==> config.mk <==
export PLATFORM = sky130hd
export DESIGN_NAME = square_meter
export DESIGN_NICKNAME = d
export VERILOG_FILES = /design/src/rtl/square_meter.sv
export SDC_FILE = /design/constraint.sdc
export NUM_CORES = 1
export LEC_CHECK = 0
export BUFFER_PORTS_ARGS = -buffer_cell sky130_fd_sc_hd__buf_2
export CAP_MARGIN = 25
export CORE_AREA = 2 2 110 112
export CTS_BUF_LIST = sky130_fd_sc_hd__clkbuf_4
export DETAILED_ROUTE_END_ITERATION = 16
export DIE_AREA = 0 0 112 114
export PLACE_DENSITY = 0.86
export SLEW_MARGIN = 5
export SYNTH_ARGS = -nofsm -noshare
export SYNTH_HDL_FRONTEND = slang
export SYNTH_SLANG_ARGS = --single-unit
==> constraint.sdc <==
create_clock -name clk_100M -period 6.1 [get_ports clk_100M]
set_input_delay 1.22 -clock clk_100M [delete_from_list [all_inputs] [get_ports clk_100M]]
set_output_delay 1.22 -clock clk_100M [all_outputs]
set_load 0.03 [all_outputs]
==> src/rtl/square_meter.sv <==
// square_meter: measures period and high time of an asynchronous square wave,
// averaged over 2^AVG_LOG2 consecutive periods, in clk_100M cycles.
module square_meter #(
   parameter int CNT_W    = 32,
   parameter int AVG_LOG2 = 2,
   parameter int TIMEOUT  = 100_000_000
) (
   input  logic             clk_100M,
   input  logic             rst,
   input  logic             square,
   input  logic             start,
   input  logic             cont,
   output logic [CNT_W-1:0] period,
   output logic [CNT_W-1:0] high_time,
   output logic             valid,
   output logic             busy,
   output logic             timeout
);

   localparam int                EDGE_W  = 9;
   localparam logic [EDGE_W-1:0] N_EDGES = EDGE_W'(1 << AVG_LOG2);
   localparam logic [CNT_W-1:0]  TMO_LIM = CNT_W'(TIMEOUT);

   typedef enum logic [1:0] {IDLE, ARM, MEAS} state_t;

   state_t            state_q;
   state_t            state_d;
   logic              sq_p0;
   logic              sq_p1;
   logic              sq_p2;
   logic              rise;
   logic              arm_hit;
   logic              done;
   logic              tmo;
   logic [CNT_W-1:0]  period_acc;
   logic [CNT_W-1:0]  high_acc;
   logic [CNT_W-1:0]  gap_cnt;
   logic [CNT_W-1:0]  gap_nxt;
   logic [EDGE_W-1:0] edge_cnt;
   logic [EDGE_W-1:0] edge_nxt;

   // Saturating increment: counters stick at all-ones instead of wrapping.
   function automatic logic [CNT_W-1:0] sat_add(input logic [CNT_W-1:0] a, input logic b);
      logic [CNT_W:0] s;
      s = {1'b0, a} + {{CNT_W{1'b0}}, b};
      return s[CNT_W] ? {CNT_W{1'b1}} : s[CNT_W-1:0];
   endfunction

   // Input stages: p0/p1 synchronise, p2 delays by one for edge detection.
   always_ff @(posedge clk_100M) begin
      if (rst) begin
         sq_p0 <= 1'b0;
         sq_p1 <= 1'b0;
         sq_p2 <= 1'b0;
      end else begin
         sq_p0 <= square;
         sq_p1 <= sq_p0;
         sq_p2 <= sq_p1;
      end
   end

   assign rise     = sq_p1 & ~sq_p2;
   assign gap_nxt  = sat_add(gap_cnt, 1'b1);
   assign edge_nxt = edge_cnt + 1'b1;
   assign busy     = (state_q == ARM) || (state_q == MEAS);

   // State register.
   always_ff @(posedge clk_100M) begin
      if (rst) state_q <= IDLE;
      else     state_q <= state_d;
   end

   // Next-state logic; a start coinciding with a result pulse is dropped.
   always_comb begin
      state_d = state_q;
      arm_hit = 1'b0;
      done    = 1'b0;
      tmo     = 1'b0;
      case (state_q)
         IDLE: begin
            if (start && !valid) state_d = ARM;
         end
         ARM: begin
            if (rise) begin
               arm_hit = 1'b1;
               state_d = MEAS;
            end else if (gap_nxt >= TMO_LIM) begin
               tmo     = 1'b1;
               state_d = IDLE;
            end
         end
         MEAS: begin
            if (rise) begin
               if (edge_nxt == N_EDGES) begin
                  done    = 1'b1;
                  state_d = cont ? MEAS : IDLE;
               end
            end else if (gap_nxt >= TMO_LIM) begin
               tmo     = 1'b1;
               state_d = IDLE;
            end
         end
         default: state_d = IDLE;
      endcase
   end

   // Accumulators and result registers. A restarting rise counts as the first
   // cycle of the new period; sq_p2 is always 0 on a rise so high_acc starts at 0.
   always_ff @(posedge clk_100M) begin
      if (rst) begin
         period     <= '0;
         high_time  <= '0;
         valid      <= 1'b0;
         timeout    <= 1'b0;
         period_acc <= '0;
         high_acc   <= '0;
         gap_cnt    <= '0;
         edge_cnt   <= '0;
      end else begin
         valid   <= done;
         timeout <= tmo;
         if (done) begin
            period    <= period_acc >> AVG_LOG2;
            high_time <= high_acc >> AVG_LOG2;
         end
         if (state_q == IDLE || rise) gap_cnt <= '0;
         else                         gap_cnt <= gap_nxt;
         if (arm_hit || done) begin
            period_acc <= {{(CNT_W-1){1'b0}}, 1'b1};
            high_acc   <= '0;
            edge_cnt   <= '0;
         end else if (state_q == MEAS) begin
            period_acc <= sat_add(period_acc, 1'b1);
            high_acc   <= sat_add(high_acc, sq_p2);
            if (rise) edge_cnt <= edge_nxt;
         end
      end
   end

endmodule
### Yosys cells after proc, flatten, opt, wreduce, memory -nomap -nowiden

Index checks and enable logic that the tools add are counted.

| storage, ports and cells | value |
|---|---|
| flip-flop bits (word level) | 172 |
| input port bits | 5 |
| output and inout port bits | 67 |
| word-level logic and storage cells | 57 |

| operators by class | value |
|---|---|
| add/sub/neg operators | 4 |
| $lt $le $gt $ge | 1 |
| equality and inequality tests | 5 |
| mux-type cells | 18 |
| bitwise logic cells | 3 |
| reduce and logical (&&, ||, !) cells | 13 |

Operators with widths:

| kind | count |
|---|---|
| 32-bit 2-to-1 mux | 3 |
| 32-bit by 1-bit adder with 33-bit output, second input constant | 2 |
| 32-bit by 1-bit adder with 33-bit output | 1 |
| 32-bit by 27-bit greater-or-equal comparator with 1-bit output, second input constant | 1 |
| 2-bit 2-to-1 mux | 6 |
| 9-bit by 1-bit adder with 9-bit output, second input constant | 1 |
| 9-bit by 3-bit == test with 1-bit output, second input constant | 1 |
| 1-bit 2-to-1 mux | 8 |
| 2-bit one-hot mux with 3 select lines | 1 |
| 2-bit OR reduction | 3 |
| 2-bit AND reduction | 2 |
| 1-bit logical OR | 3 |
| 3-bit by 2-bit inequality test with 1-bit output, second input constant | 1 |
| 3-bit OR reduction | 1 |
| 2-bit by 1-bit == test with 1-bit output, second input constant | 1 |
| 2-bit == test, second input constant | 1 |
| 2-bit logical NOT | 1 |
| 2-bit inequality test, second input constant | 1 |
| 1-bit inverter | 2 |
| 2-bit nonzero test | 1 |
| 1-bit AND | 1 |
| 1-bit logical AND | 1 |
| 1-bit logical NOT | 1 |

### Depth between registers and ports, before layout

Gate-level depths: netlist (run 1).

| logic depth | value |
|---|---|
| depth after elaboration | 7 |
| mapped depth | 12 |
| gate-level depth less buffers | 10 |

### Worst setup path after synthesis (run 1)

OpenSTA, ideal clock, no wires.

| timing path | value |
|---|---|
| path type | register to register |
| from | register state_q[0] |
| to | register high_acc[10] |
| setup time | 0.070 ns |
| arrival time | 2.627 ns |
| required time | 6.030 ns |
| slack | 3.402 ns |
| cell stages (with the launch flop) | 11 |
| path buffers | 2 |
| clock period less this slack | 2.698 ns |
| path through | dfxtp_1 inv_1 ha_1 clkbuf_1 nand2_1 nor3_1 nand2_1 nor3_1 nand4_1 clkbuf_1 a21oi_1 |

| on the way | value |
|---|---|
| word-level cells in the longest chain between the ends | 4 |
| elaborated cells between the ends (all ways) | 6 |
| those cells by class | 2 x eq/ne; 2 x mux; 2 x reduce/logical |

Ends and longest elaborated chain:

| what | line | text |
|---|---|---|
| start, declared | 26 | `state_t state_q;` |
| start signal, assigned | 70 | `else state_q <= state_d;` |
| 2-bit by 1-bit == test with 1-bit output or 2-bit == test (tied branches) | 79, 132 |  |
| 1-bit 2-to-1 mux | 79 | `case (state_q)` |
| 1-bit logical OR | 128 | `if (arm_hit \|\| done) begin` |
| 2-bit OR reduction (no source line) | - |  |
| end signal, assigned | 134 | `high_acc <= sat_add(high_acc, sq_p2);` |
| end, declared | 36 | `logic [CNT_W-1:0] high_acc;` |

Several ways; a longest one is shown, not always the timed one.
A chain may end at the register's enable or synchronous reset.

### Final worst setup path (run 1)

| timing path | value |
|---|---|
| from | register state_q[0] |
| to | register high_acc[21] |

Same word-level chain as after synthesis.

==> results of run 1 <==
flip-flops by register name, indices dropped and copies added (netlist names):
register,count
valid,1
sq_p2,1
sq_p0,1
period_acc,32
high_acc,32
period,30
edge_cnt,9
state_q,2
sq_p1,1
timeout,1
gap_cnt,32
high_time,30
path summary, 6_finish.rpt:
kind	slack [ns]	cells after the start	from	end
max reg2reg	2.64	9	state_q[0]	high_acc[21]
max	2.64	9	state_q[0]	high_acc[21]
min reg2reg	0.46	1	sq_p0	sq_p1
min	0.46	1	sq_p0	sq_p1
power breakdown:
group / internal (mW) / switching [mW]
registers: 1.13 / 0.00468
clock network: 0.205 / 0.373
logic: 0.0195 / 0.0512
total: 1.35 / 0.429
layout by cell type (no fill, tap or decap), types with 6 or more instances in the layout:
cell and instances:
nand2_1 176, dfxtp_1 172, a21oi_1 145, buf_2 67, nor2_1 60, xor2_1 52
nand3_1 46, nand4_1 24, xnor2_1 24, clkbuf_4 19, nor3_1 17, and3_1 17
inv_1 11, o21ai_0 10, ha_1 10, a31oi_1 9, mux2i_1 7, and2_1 6
through the flow:
stage / util / cells
after floorplan: - / 914
after global placement: 0.667 / 1077
after detailed placement: 0.670 / 1079
after CTS: 0.691 / 1111
after global routing: 0.693 / 1112
final: 0.693 / 1112
cell families (layout without fill, tap and decap cells):
family / after synthesis / in the layout
flops: 172 / 172
buf+inv: 66 / 117
mux: 8 / 8
other cells: 1 / 4
compound gates: 189 / 189
xor+xnor: 76 / 76
simple gates: 389 / 389
fa+ha+maj: 10 / 10
cell type report:
class                      instances  area (sq um)
tap                              147           184
clock buffer                      19           143
inverter                          11          41.3
sequential                       172          3440
timing repair buffer              74           428
fill                             942          3590
multi-input combinational        676          3780
clock inverter                    13           103
metal layers:
metal,vias to the layer above,GRT usage,routed length (um)
li1,3223,-,-
met1,2978,0.304,6910
met2,136,0.392,7020
met3,30,0.0531,627
met4,2,0.0984,308
met5,-,0,13
==> results.md, run 1 <==
- Post_cts resized: 0
- PwrDens: 219 nW/um^2
- Root Buffer: clkbuf_4
- Adder-Cell Fraction of Synth Area: 0.0168
- Final Cycle Share: 0.567
- Clock buffer depth: 2
- Fmax: 289 MHz
- P_leak: 2.91 nW
- H-tree lvl count: 4
- Cts hold-fix bufs: 0
- Status: complete, no violations
- Simple-gate share of the synthesized area: 0.246
- Worst EP required: 6.58 ns
- MaxCap Viol Count: 0
- # DRC: 0
- Sequential element share of the synthesized area: 0.461
- Critical path fanouts, max: 21
- Element type at the critical path end: flip-flop
- Dpl cell area: 7850 sq um
- Worst path cell trace: inv_1 > ha_1 > nand2_1 > nor3_1 > nand2_1 > nor3_1 > nand4_1 > buf_8 > a21oi_1
- Worst Setup Start Kind: flip-flop
- First-pass iteration count of the detailed router: 5
- Overall power: 1.78 mW
- Top-count cell post-synth: nand2_1
- Final WL: 14900 um
- Die W: 112 um
- Slowest CP cell: nor3_1
- Synth unique cells: 57
- Gpl congestion: 0.908
- Placement Setup Slack: 2.72 ns
- Antenna viol nets, final: 0
- GRT overflow: 0
- Final setup margin: 2.64 ns
- Mux share of post-synthesis cell area: 0.0109
- I/O pin count: 72
- CP top delay family: simple AND/OR/NAND/NOR gates
- RSZ-0062 raised after global routing: no
- Post-Synthesis Cells: 911
- Initial antenna violation count: 1
- Final Hold Viols: 0
- Mapped Avg Cell Area: 8.20 sq um
- Leading area contributor after synthesis: dfxtp_1
- Fraction of layout cells with a size suffix above 1: 0.119
- Main flop type after synthesis: dfxtp_1
- Die H: 114 um
- Largest stage delay, worst path: 0.61 ns
- CTS buffer count: 17
- Mapped Area: 7470 sq um
- Area delta synth->final: 8.71%
- Post-synthesis compound-gate area fraction: 0.139
- Iteration-0 DRC Markers: 478
- Starting density of the core: 0.638
- Vias in the first global route: 5680
- Setup violators final: 0
- Worst hold slack: 0.455 ns
- EDFF count, synth: 0
- Synth top area share: 0.461
- XOR/XNOR Fraction of Synth Area: 0.0891
- CTS tree: yes
- All-Layer GR Usage: 0.237
- Worst skew pair latency: 0.56 ns
- Clock slew seen by the registers of the worst setup and hold paths: 0.14 ns
- Core footprint: 11700 sq um
- Most frequent cells after synthesis: nand2_1 (177), dfxtp_1 (172), a21oi_1 (145)
- Synth top area cells: dfxtp_1 (46%), a21oi_1 (9.7%), nand2_1 (8.9%)
- Routed vias/inst: 5.73
- Final Cell Area: 8120 sq um
- First-pass GRT wire length: 25300 um
- Data arrival, critical path: 3.94 ns
- Layout Skew: 0.0218 ns
- Hold Crit Class: flip-flop to flip-flop
- Setup TNS: 0 ns
- Largest net degree at the start of global routing: 74
- Via count: 6369
- DR WL/cell: 13.4 um
- Minimum clock period: 3.46 ns
- Hpwl dp: 10000 um
- Post-synth ARST share: 0
- Site Rows: 40
- Maximum vdd drop: 0.163 mV
- Clock Sinks: 172
- Setup Crit Path Kind: flip-flop to flip-flop
- Nets@finish: 967
- Slew HR: 0.345
- Max-slew violations: 0
- CP bufs+invs: 2
- Tightest Pin Transition: 0.980 ns
- Synthesized flop and latch total: 172
- Antenna Cells: 0
- YS warnings: 0
- Die Area: 12800 sq um
- Post CTS Setup Buffer Count: 0
- Main combinational cell family by area after synthesis: simple AND/OR/NAND/NOR gates
- # port buffers: 67
Power figures use the tool's default switching activity.
==> run 2: changes to the inputs <==
--- a/config.mk
+++ b/config.mk
@@ -7,11 +7,11 @@
 export LEC_CHECK = 0
 export BUFFER_PORTS_ARGS = -buffer_cell sky130_fd_sc_hd__buf_2
 export CAP_MARGIN = 25
-export CORE_AREA = 2 2 110 112
+export CORE_AREA = 2 2 114 116
 export CTS_BUF_LIST = sky130_fd_sc_hd__clkbuf_4
 export DETAILED_ROUTE_END_ITERATION = 16
-export DIE_AREA = 0 0 112 114
-export PLACE_DENSITY = 0.86
+export DIE_AREA = 0 0 116 118
+export PLACE_DENSITY = 0.81
 export SLEW_MARGIN = 5
 export SYNTH_ARGS = -nofsm -noshare
 export SYNTH_HDL_FRONTEND = slang
==> constraint.sdc (replaced) <==
create_clock -name clk_100M -period 3.5 [get_ports clk_100M]
set_input_delay 0.7 -clock clk_100M [delete_from_list [all_inputs] [get_ports clk_100M]]
set_output_delay 0.7 -clock clk_100M [all_outputs]
set_load 0.03 [all_outputs]
==> run 2 against run 1 <==
  * Count of clock-buffer cells in the layout shrank 1
  * Via count shrank 2.1%
  * Cell area grew 0.76%
  * Fmax grew 18%
  * Die area grew 7.2%
  * Routed wire length shrank 1.6%
  * Global-route usage shrank 1.7 points
  * Final cell count grew 2.6%
  * Total power grew 77%
  * Combinational power grew 78%
  * Non-clock buffer count grew 3
  * Sequential power grew 74%
==> results.md, run 2 (synthesized netlist as in run 1, its figures left out) <==
- Antenna viol nets, final: 0
- Commonest non-fill, non-tap cell in the layout: nand2_1
- MaxCap Viol Count: 0
- First-pass iteration count of the detailed router: 5
- Post_cts resized: 0
- Placement Setup Slack: 0.595 ns
- Largest regs: gap_cnt (32), high_acc (32), period_acc (32)
- Final WL: 14600 um
- Slew HR: 0.500
- All-Layer GR Usage: 0.220
- Layout Skew: 0.0176 ns
- Setup violators final: 0
- H-tree lvl count: 4
- CTS tree: yes
- Die Area: 13700 sq um
- Post CTS Setup Buffer Count: 0
- Starting density of the core: 0.602
- Tightest Pin Transition: 0.748 ns
- Worst hold slack: 0.372 ns
- Data arrival, critical path: 3.43 ns
- Final Hold Viols: 0
- RSZ-0062 raised after global routing: no
- Worst setup endpoint: state_q[1]
- Element type at the critical path end: flip-flop
- Iteration-0 DRC Markers: 491
- DR WL/cell: 12.8 um
- P_leak: 2.94 nW
- Root Buffer: clkbuf_4
- Critical path fanouts, max: 8
- Clock buffer depth: 2
- Hold Crit Class: input pin to flip-flop
- Setup Crit Path Kind: flip-flop to flip-flop
- Nets@finish: 970
- Worst R2R Path Depth: 8
- First-pass GRT wire length: 24800 um
- Gpl congestion: 0.875
- I/O pin count: 72
- # DRC: 0
- Worst hold start: square
- Worst skew pair latency: 0.57 ns
- Final Cycle Share: 0.840
- Final setup margin: 0.559 ns
- Fmax: 340 MHz
- Initial antenna violation count: 1
- Cts hold-fix bufs: 0
- Clock Sinks: 172
- Via count: 6238
- Commonest cells after routing, fill and taps aside: nand2_1 (176), dfxtp_1 (172), a21oi_1 (145)
- Area delta synth->final: 9.53%
- Minimum clock period: 2.94 ns
- Max-slew violations: 0
- Vias in the first global route: 5501
- GRT overflow: 0
- R2R Setup Slk: 0.56 ns
- Site Rows: 41
- Worst EP required: 3.99 ns
- Die W: 116 um
- CTS buffer count: 17
- Hpwl dp: 9580 um
- Maximum vdd drop: 0.228 mV
- Core footprint: 12400 sq um
- PwrDens: 386 nW/um^2
- Crit path launch: gap_cnt[8]
- Status: complete, no violations
- # port buffers: 67
- Reg-to-reg endpoint: state_q[1]
- Routed vias/inst: 5.47
- R2R Path Start: gap_cnt[8]
- Dpl cell area: 7920 sq um
- Clock slew seen by the registers of the worst setup and hold paths: 0.14 ns
- Fraction of layout cells with a size suffix above 1: 0.125
- Die H: 118 um
- Largest net degree at the start of global routing: 73
- Worst Setup Start Kind: flip-flop
- Final Cell Area: 8180 sq um
- Setup TNS: 0 ns
## run 2: report_power, final
| part | total (mW) | switching [mW] | internal (mW) |
|---|---|---|---|
| clock | 1.06 | 0.695 | 0.361 |
| sequential | 1.97 | 0.00786 | 1.97 |
| combinational | 0.126 | 0.0899 | 0.0363 |
| total | 3.16 | 0.793 | 2.36 |
## run 2: per-stage QoR
| stage | util | total power [mW] | cells |
|---|---|---|---|
| 6_report | 0.659 | 3.16 | 1141 |
| 5_1_grt | 0.659 | 3.29 | 1141 |
| 4_1_cts | 0.659 | 3.19 | 1140 |
| 3_5_place_dp | 0.638 | 2.14 | 1108 |
| 3_3_place_gp | 0.636 | 2.13 | 1107 |
| 2_1_floorplan | - | 2.11 | 914 |
## run 2: worst min path at each step
stage                     endpoint  slack, ns  cells past startpoint
final                        sq_p0       0.37                      2
after global routing         sq_p0       0.35                      2
after CTS                    sq_p0       0.33                      2
after detailed placement     sq_p1       0.43                      1
after global placement       sq_p1       0.42                      1
after floorplan              sq_p1       0.41                      1
## run 2: layout make-up
cell class / count / area (sq um)
diodes: 1 / 2.50
clock buffers: 18 / 135
clock inverters: 14 / 123
fillers: 1105 / 4230
inverters: 11 / 41.3
multi-input cells: 676 / 3780
flip-flops and latches: 172 / 3440
well taps: 172 / 215
repair buffers: 77 / 443
## run 2: critical path: stages (launching register included)
cell and delay [ns]:
dfxtp_1 0.48, nand3_1 0.17, or4_1 0.73, o41ai_1 0.37
nor2_1 0.08, a31oi_1 0.16, a31oi_1 0.12, or4_1 0.48
o41ai_2 0.28
## run 2: per-layer routing
layer | up-vias | wire [um] | track usage | share of wire
met5 | - | 0 | 0 | 0
met4 | 0 | 240 | 0.0818 | 0.016
met3 | 25 | 600 | 0.0494 | 0.041
met2 | 115 | 6700 | 0.346 | 0.46
met1 | 2872 | 7090 | 0.295 | 0.48
li1 | 3226 | - | - | -
==> run 3: changes to the inputs <==
--- a/config.mk
+++ b/config.mk
@@ -7,11 +7,11 @@
 export LEC_CHECK = 0
 export BUFFER_PORTS_ARGS = -buffer_cell sky130_fd_sc_hd__buf_2
 export CAP_MARGIN = 25
-export CORE_AREA = 2 2 114 116
+export CORE_AREA = 2 2 120 122
 export CTS_BUF_LIST = sky130_fd_sc_hd__clkbuf_4
 export DETAILED_ROUTE_END_ITERATION = 16
-export DIE_AREA = 0 0 116 118
-export PLACE_DENSITY = 0.81
+export DIE_AREA = 0 0 122 124
+export PLACE_DENSITY = 0.77
 export SLEW_MARGIN = 5
 export SYNTH_ARGS = -nofsm -noshare
 export SYNTH_HDL_FRONTEND = slang
==> constraint.sdc (replaced) <==
create_clock -name clk_100M -period 2.45 [get_ports clk_100M]
set_input_delay 0.49 -clock clk_100M [delete_from_list [all_inputs] [get_ports clk_100M]]
set_output_delay 0.49 -clock clk_100M [all_outputs]
set_load 0.03 [all_outputs]
==> run 3 against run 2 <==
  * The flow now finishes with violations (setup timing)
  * Critical path depth stayed put
  * Cell area rose by 8.5%
  * First-iteration DRC count rose by 3.1%
  * Clock skew is 0.0062 ns higher
  * Via count up 7.4%
  * Total power rose by 53%
  * Setup slack worse by 0.60 ns
  * Non-clock buffer count rose by 60
==> results.md, run 3 (synthesized netlist as in run 1, its figures left out) <==
- Status: finished with violations
- Flop pwr share: 0.584
- RSZ-0062 raised after global routing: yes
- CTS buffer count: 17
- Worst hold start: square
- Final WL: 17200 um
- Sw Ratio: 0.230
- GRT overflow: 0
- Overall power: 4.83 mW
- Slew HR: 0.554
- Hold Crit Class: input pin to flip-flop
- Worst path cell trace: nand4_4 > or4_4 > nor3_4 > o211ai_1 > o21ai_1 > a31oi_1 > or4_4 > o31ai_2
- DR WL/cell: 14.2 um
- Sw power: 1.11 mW
- Clock Sinks: 172
- Element type at the critical path end: flip-flop
- Critical path fanouts, max: 8
- Iteration-0 DRC Markers: 506
- I/O pin count: 72
- CTS tree: yes
- Gpl congestion: 0.911
- Commonest cells after routing, fill and taps aside: nand2_1 (174), dfxtp_1 (160), a21oi_1 (145)
- P_leak: 3.35 nW
- Violated checks: setup timing
- Largest net degree at the start of global routing: 56
- Final Cycle Share: 1.02
- Final setup margin: -0.0445 ns
- Initial antenna violation count: 1
- Worst Setup Start Kind: flip-flop
- All-Layer GR Usage: 0.224
- Worst skew pair latency: 0.58 ns
- Most frequent CP cell: or4_4
- # port buffers: 67
- Layout Skew: 0.0238 ns
- Clock buffer depth: 2
- Reg-to-reg endpoint: state_q[0]
- Slowest CP cell: or4_4
- Commonest non-fill, non-tap cell in the layout: nand2_1
- Hold Path Cell Cnt: 2
- Internal power: 3.72 mW
- Max-slew violations: 0
- R2R Setup Slk: -0.04 ns
- First-pass iteration count of the detailed router: 5
- Minimum clock period: 2.49 ns
- Hpwl dp: 11100 um
- Worst hold slack: 0.131 ns
- Antenna viol nets, final: 0
- # DRC: 0
- Data arrival, critical path: 3.00 ns
- Fraction of layout cells with a size suffix above 1: 0.208
- First-pass GRT wire length: 27400 um
- PwrDens: 544 nW/um^2
- Die H: 124 um
- Die Area: 15100 sq um
- Comb pwr share: 0.039
- Largest stage delay, worst path: 0.61 ns
- Maximum vdd drop: 0.644 mV
- Root Buffer: clkbuf_4
- Fmax: 401 MHz
- Worst EP required: 2.95 ns
- Final Hold Viols: 0
- Hold Path Sink: sq_p0
- Vias in the first global route: 5874
- Nets@finish: 1030
- Setup Crit Path Kind: flip-flop to flip-flop
- Worst R2R Path Depth: 8
- Clock slew seen by the registers of the worst setup and hold paths: 0.13 ns
- Clk network pwr share: 0.377
- Core footprint: 13700 sq um
- Tightest Pin Transition: 0.661 ns
- Die W: 122 um
- Area delta synth->final: 18.8%
- H-tree lvl count: 4
- MaxCap Viol Count: 0
- R2R Path Start: gap_cnt[9]
- Via count: 6700
- Site Rows: 43
- Setup violators final: 3
- Utilization after layout: 0.647
- Starting density of the core: 0.544
- Routed vias/inst: 5.55
- Largest regs: gap_cnt (32), high_acc (32), period_acc (32)
[run 3: changes by cell type in the layout (fill, tap and decap cells not counted), moves of 3 or more]
cell        previous run  this run
buf_4                  8        67
bufinv_16              1         4
clkbuf_4              18        21
clkinvlp_4             3         0
dfxtp_1              172       160
dfxtp_2                0        11
nor3_1                17        12
nor3_4                 0         3
[run 3: metrics by stage]
stage,cells,worst slack [ns],instance area [sq um],setup TNS [ns]
2_1_floorplan,914,0.00545,7550,0
3_3_place_gp,1165,0.0226,8360,0
3_5_place_dp,1165,-0.0307,8360,-0.0590
4_1_cts,1202,-0.00124,8750,-0.00124
5_1_grt,1208,-0.132,8870,-0.383
6_report,1208,-0.0445,8870,-0.122
[run 3: repair_timing]
action,in CTS,in global routing
endpoints found under the setup margin,3,108
buffers inserted,6,5
pin swaps,3,5
hold buffers,0,0
gates resized for setup,7,21
[run 3: area by class of cell]
cell class | count | area, sq um
clock buffer | 21 | 158
timing repair buffer | 137 | 898
inverter | 11 | 41.3
tap | 180 | 225
fill | 1178 | 4850
sequential | 172 | 3460
multi-input combinational | 676 | 3920
antenna | 1 | 2.50
clock inverter | 10 | 165
[run 3: how the worst max path moves through the flow]
stage	startpoint	end	slack, ns	depth (start not counted)
2_1_floorplan	gap_cnt[0]	timeout	0.005	9
3_3_place_gp	gap_cnt[8]	timeout	0.02	8
3_5_place_dp	gap_cnt[8]	timeout	-0.03	8
4_1_cts	gap_cnt[9]	timeout	-0.001	8
5_1_grt	gap_cnt[4]	state_q[1]	-0.13	8
6_report	gap_cnt[9]	state_q[0]	-0.04	8
[run 3: layer usage]
layer / vias to the layer above / track usage / share of wire
met5: - / 0 / 0
met4: 0 / 0.0711 / 0.015
met3: 28 / 0.0476 / 0.053
met2: 191 / 0.359 / 0.47
met1: 3137 / 0.303 / 0.47
li1: 3344 / - / -
[run 3: power groups by stage]
stage	clock [mW]	combinational (mW)	sequential [mW]
floorplan	0	0.133	2.88
global placement	0	0.174	2.88
detailed placement	0	0.175	2.88
CTS	1.86	0.176	2.82
global route	1.97	0.204	2.83
finish	1.82	0.187	2.82
[run 3: worst max-delay path: cells and delay by family, from the launching register on]
family           cells  cell delay, ns
flip-flops           1            0.38
AND/OR/NAND/NOR      4            1.41
AO/OA/AOI/OAI        4            0.61
